$ cat config.mk
export PLATFORM = sky130hd
export DESIGN_NAME = fwd_hazard_unit
export DESIGN_NICKNAME = d
export VERILOG_FILES = /design/src/rtl/fwd_hazard_unit.sv
export SDC_FILE = /design/constraint.sdc
export NUM_CORES = 1
export LEC_CHECK = 0
export CORE_AREA = 10 10 110 82
export CTS_BUF_LIST = sky130_fd_sc_hd__clkbuf_16
export DETAILED_ROUTE_END_ITERATION = 10
export DIE_AREA = 0 0 120 92
export HOLD_SLACK_MARGIN = 0.05
export PLACE_DENSITY = 0.86
export SLEW_MARGIN = 20
export SYNTH_ARGS = -nofsm -noshare
export SYNTH_HDL_FRONTEND = slang
export SYNTH_SLANG_ARGS = --single-unit
export TNS_END_PERCENT = 50
$ cat constraint.sdc
create_clock -name clk -period 10.9 [get_ports clk]
set_clock_uncertainty 0.15 [all_clocks]
set_input_delay 2.18 -clock clk [delete_from_list [all_inputs] [get_ports clk]]
set_output_delay 2.18 -clock clk [all_outputs]
set_load 0.01 [all_outputs]
$ cat src/rtl/fwd_hazard_unit.sv
// -----------------------------------------------------------------------------
// fwd_hazard_unit
//
// Operand forwarding and ID-stage hazard control for an in-order pipeline.
// Sits beside the ID/EX pipeline register.
//  - Forwarding: for each of NUM_SRC EX-stage operands, picks the nearest of
//    NUM_FWD downstream write-back stages that writes the same register.
//  - Load-use: stalls ID for one cycle when it reads the destination of a load
//    currently in EX.
//  - Scoreboard: one pending bit per architectural register, owed by the
//    multi-cycle (MUL/DIV) unit. It blocks RAW readers and WAW re-issues.
//
// Ports
//   clk, rst         : clock, synchronous active-high reset
//   rs_ex            : EX source registers, slice i = source i
//   rd_fwd           : destination of each forwarding stage (0 = nearest)
//   regwrite_fwd     : register-write enable of each forwarding stage
//   rs_id            : ID source registers
//   rs_used_id       : ID source i is actually read
//   memread_ex       : EX instruction is a load
//   rd_ex            : EX destination
//   long_issue       : ID instruction dispatches to the multi-cycle unit
//   long_rd          : destination of that dispatch
//   long_done        : multi-cycle result written to the register file
//   long_done_rd     : destination of that result
//   cnt_clr          : clear the stall counter
//   fwd_sel          : per-source mux select (0 = RF/ID-EX, k = stage k-1)
//   stall_id         : hold PC and IF/ID, insert bubble into ID/EX
//   lu_stall         : load-use part of stall_id
//   sb_stall         : scoreboard part of stall_id
//   pending          : scoreboard bits (registered)
//   stall_cnt        : saturating stall-cycle counter (registered)
// -----------------------------------------------------------------------------
module fwd_hazard_unit #(
  parameter int  NUM_SRC = 2,
  parameter int  NUM_FWD = 2,
  parameter int  AW      = 5,
  parameter int  CNT_W   = 16,
  localparam int SW      = $clog2(NUM_FWD + 1),
  localparam int NREG    = 2 ** AW
) (
  input  logic                   clk,
  input  logic                   rst,
  input  logic [NUM_SRC*AW-1:0]  rs_ex,
  input  logic [NUM_FWD*AW-1:0]  rd_fwd,
  input  logic [NUM_FWD-1:0]     regwrite_fwd,
  input  logic [NUM_SRC*AW-1:0]  rs_id,
  input  logic [NUM_SRC-1:0]     rs_used_id,
  input  logic                   memread_ex,
  input  logic [AW-1:0]          rd_ex,
  input  logic                   long_issue,
  input  logic [AW-1:0]          long_rd,
  input  logic                   long_done,
  input  logic [AW-1:0]          long_done_rd,
  input  logic                   cnt_clr,
  output logic [NUM_SRC*SW-1:0]  fwd_sel,
  output logic                   stall_id,
  output logic                   lu_stall,
  output logic                   sb_stall,
  output logic [NREG-1:0]        pending,
  output logic [CNT_W-1:0]       stall_cnt
);

  logic [NREG-1:0]    pending_q;
  logic [NREG-1:0]    pending_d;
  logic [CNT_W-1:0]   stall_cnt_q;
  logic [CNT_W-1:0]   stall_cnt_d;

  logic [NUM_FWD-1:0] fwd_valid;
  logic               lu_hit;
  logic               raw_hit;
  logic               waw_hit;
  logic               issue_set;
  logic [NREG-1:0]    set_mask;
  logic [NREG-1:0]    clr_mask;

  // Forwarding stage qualifies only when it writes a non-zero register.
  always_comb begin
    fwd_valid = {NUM_FWD{1'b0}};
    for (int k = 0; k < NUM_FWD; k++) begin
      fwd_valid[k] = regwrite_fwd[k] && (rd_fwd[k*AW +: AW] != {AW{1'b0}});
    end
  end

  // Forward select per source; scanning oldest to nearest lets the nearest
  // matching stage overwrite older matches.
  always_comb begin
    fwd_sel = {(NUM_SRC*SW){1'b0}};
    for (int i = 0; i < NUM_SRC; i++) begin
      for (int k = NUM_FWD - 1; k >= 0; k--) begin
        fwd_sel[i*SW +: SW] =
          (fwd_valid[k] && (rd_fwd[k*AW +: AW] == rs_ex[i*AW +: AW])) ?
          SW'(k + 1) : fwd_sel[i*SW +: SW];
      end
    end
  end

  // Load-use detection against the load currently in EX.
  always_comb begin
    lu_hit = 1'b0;
    for (int i = 0; i < NUM_SRC; i++) begin
      lu_hit = lu_hit | (rs_used_id[i] && (rs_id[i*AW +: AW] == rd_ex));
    end
    lu_stall = memread_ex && (rd_ex != {AW{1'b0}}) && lu_hit;
  end

  // Scoreboard hazards; register 0 is never pending so needs no extra guard
  // on the RAW side.
  always_comb begin
    raw_hit = 1'b0;
    for (int i = 0; i < NUM_SRC; i++) begin
      raw_hit = raw_hit | (rs_used_id[i] && pending_q[rs_id[i*AW +: AW]]);
    end
    waw_hit  = long_issue && (long_rd != {AW{1'b0}}) && pending_q[long_rd];
    sb_stall = raw_hit | waw_hit;
    stall_id = lu_stall | sb_stall;
  end

  // Next scoreboard state: clear from completion, then set from an accepted
  // issue so that a same-cycle set wins.
  always_comb begin
    issue_set = long_issue && !stall_id && (long_rd != {AW{1'b0}});
    clr_mask  = long_done ? ({{(NREG-1){1'b0}}, 1'b1} << long_done_rd)
                          : {NREG{1'b0}};
    set_mask  = issue_set ? ({{(NREG-1){1'b0}}, 1'b1} << long_rd)
                          : {NREG{1'b0}};
    pending_d = (pending_q & ~clr_mask) | set_mask;
  end

  // Next stall counter value: clear has priority, increment saturates.
  always_comb begin
    if (cnt_clr) begin
      stall_cnt_d = {CNT_W{1'b0}};
    end else if (stall_id && (stall_cnt_q != {CNT_W{1'b1}})) begin
      stall_cnt_d = stall_cnt_q + CNT_W'(1'b1);
    end else begin
      stall_cnt_d = stall_cnt_q;
    end
  end

  // State registers with synchronous reset.
  always_ff @(posedge clk) begin
    if (rst) begin
      pending_q   <= {NREG{1'b0}};
      stall_cnt_q <= {CNT_W{1'b0}};
    end else begin
      pending_q   <= pending_d;
      stall_cnt_q <= stall_cnt_d;
    end
  end

  assign pending   = pending_q;
  assign stall_cnt = stall_cnt_q;

endmodule

==> results.sh <==
export IMPL_outcome="finished clean"
export IMPL_drive_above_1_share_pct=7.58
export IMPL_synthArstFlopShare_pct=0
export IMPL_mostFrequentLayoutCells="clkdlybuf4s50_1, dfxtp_1, nand2_1"
export IMPL_holdBufCountCts=0
export IMPL_clkLatencyLatePin_ns=0.29
export IMPL_wl_per_cell_um=21.4
export IMPL_synth_warnings=0
export IMPL_worstHoldPathType="reg2reg"
export IMPL_h_tree_depth=2
export IMPL_synth_top_cell_area_share_pct=27.8
export IMPL_final_common_cell="clkdlybuf4s50_1"
export IMPL_place_gp_congestion=0.919
export IMPL_routed_wl_mm=12.5
export IMPL_drtPass1Iterations=6
export IMPL_synth_edf_count=0
export IMPL_yosysUniqueCellTypes=47
export IMPL_p_per_area_nw_per_um2=94.0
export IMPL_drv_cap=0
export IMPL_clk_path_buf_depth=2
export IMPL_netlist_area_um2=3450
export IMPL_postPlaceCellArea_um2=4560
export IMPL_overflow=0
export IMPL_end_kind="output pin"
export IMPL_synth_area_leaders="dfxtp_1, mux4_2, xor2_1"
export IMPL_syn_nets=450
export IMPL_setup_tns_ns=0
export IMPL_antenna_found_initial=0
export IMPL_port_buffers=109
export IMPL_clkTransAtPathRegs_ns=0.07
export IMPL_finalHoldViolCount=0
export IMPL_nets=543
export IMPL_die_h_um=92
export IMPL_grt_pass1_wl_mm=19.9
export IMPL_path_max_fanout=25
export IMPL_viasPerCell=6.51
export IMPL_post_cts_buffers=0
export IMPL_drc=0
export IMPL_syn_area_per_cell_um2=8.76
export IMPL_netlist_instances=394
export IMPL_ios=110
export IMPL_core_um2=7060
export IMPL_post_place_ws_ns=3.15
export IMPL_cts_tree="done"
export IMPL_grt_max_degree=35
export IMPL_ys_flop_type="dfxtp_1"
export IMPL_timing_fmax_mhz=128
export IMPL_fin_crit_sh_pct=71.5
export IMPL_startpoint_type="primary input"
export IMPL_crit_type="in2out"
export IMPL_n_antenna_cell=0
export IMPL_rsz0062_at_grt="no"
export IMPL_reg2reg_slack_ns=7.68
export IMPL_cts_sinks=48
export IMPL_ir_drop_mv=0.0649
export IMPL_vias=3814
export IMPL_slew_headroom_pct=37.4
export IMPL_cts_root_buffer="clkbuf_16"
export IMPL_finalMaxSlewViolations=0
export IMPL_cts_resized=0
export IMPL_layout_setup_ws_ns=3.11
export IMPL_drt_iter0_drc=361
export IMPL_setup_violations=0
export IMPL_die_area_um2=11000
export IMPL_seq_area_frac_synth_pct=27.8
export IMPL_ant_nets=0
export IMPL_grt_pass1_vias=3763
export IMPL_num_rows=26
export IMPL_synth_seq_cells=48
export IMPL_die_x_um=120
export IMPL_p_leak_nw=1.64
export IMPL_numCtsBuffers=5
export IMPL_fin_crit_ns=7.79
export IMPL_start_util_pct=48.9
export IMPL_grt_use_total_pct=21.7
export IMPL_hpwl_mm=9.58
export IMPL_area_delta_synth_final_pct=37.2
export IMPL_tightestPinTransition_ns=0.933
export IMPL_whs_ns=0.361
export IMPL_crit_required_ns=8.57
export IMPL_synth_largest_area_cell="dfxtp_1"
export IMPL_final_area_um2=4730
export IMPL_final_core_util_pct=67.1
export IMPL_cp_arrival_ns=5.46
stage by stage:
stage	total power, mW	cells
2_1_floorplan	0.227	394
3_3_place_gp	0.263	578
3_5_place_dp	0.267	578
4_1_cts	0.443	586
5_1_grt	0.458	586
6_report	0.445	586
cell usage after synthesis, types with 8 or more instances:
cell / count
or3_1: 14
o21ai_1: 31
clkbuf_1: 18
nand2_1: 45
xor2_1: 24
xnor2_1: 11
dfxtp_1: 48
mux2i_1: 15
o211ai_1: 13
mux4_2: 21
nand3_1: 32
nor3_1: 8
path summary, 6_finish.rpt:
check | startpoint | depth (start not counted) | to
max | rs_id[5] | 8 | stall_id
min | stall_cnt[1] | 2 | stall_cnt[1]
max reg2reg | pending[31] | 8 | pending[7]
min reg2reg | stall_cnt[1] | 2 | stall_cnt[1]
registers in the layout, indices dropped and copies added, names as in the netlist:
name / flops
pending: 32
stall_cnt: 16
worst max-delay path, cell delays in order:
cell             delay, ns
clkdlybuf4s50_1       0.77
mux4_2                0.57
mux4_2                0.48
o22ai_1               0.16
o22ai_1               0.14
a21oi_4               0.23
nand2_2               0.33
clkdlybuf4s50_1       0.60
report_power, final:
group          switching [mW]  total [mW]  internal (mW)
clock network          0.0707       0.180          0.109
registers             0.00250       0.179          0.177
logic                  0.0454      0.0859         0.0405
total                   0.119       0.445          0.326
layer usage:
metal  share of wire [%]  vias to the layer above  track usage [%]
li1                    -                     1690                -
met1                  39                     1795             26.5
met2                  46                      297             35.8
met3                  13                       32             6.55
met4                 2.2                        0             7.31
met5                   0                        -                0
area by class of cell:
| cell class | count | area, um2 |
|---|---|---|
| Timing Repair Buffer | 109 | 1090 |
| Clock inverter | 3 | 46.3 |
| Inverter | 7 | 26.3 |
| Fill cell | 557 | 2320 |
| Multi-Input combinational cell | 316 | 2360 |
| Tap cell | 98 | 123 |
| Sequential cell | 48 | 961 |
| Clock buffer | 5 | 125 |
logic make-up after synthesis:
family / Yosys count / share of synthesized area (%)
buffers and inverters: 30 / 3.81
and+or+nand+nor: 161 / 25.1
xor gates and xnor gates: 35 / 8.88
muxes: 41 / 19.7
adders and majority gates: 1 / 0.362
DFF: 48 / 27.8
AOI/OAI and AO/OA: 78 / 14.4
Note: power is estimated with default switching activity, not from simulation.
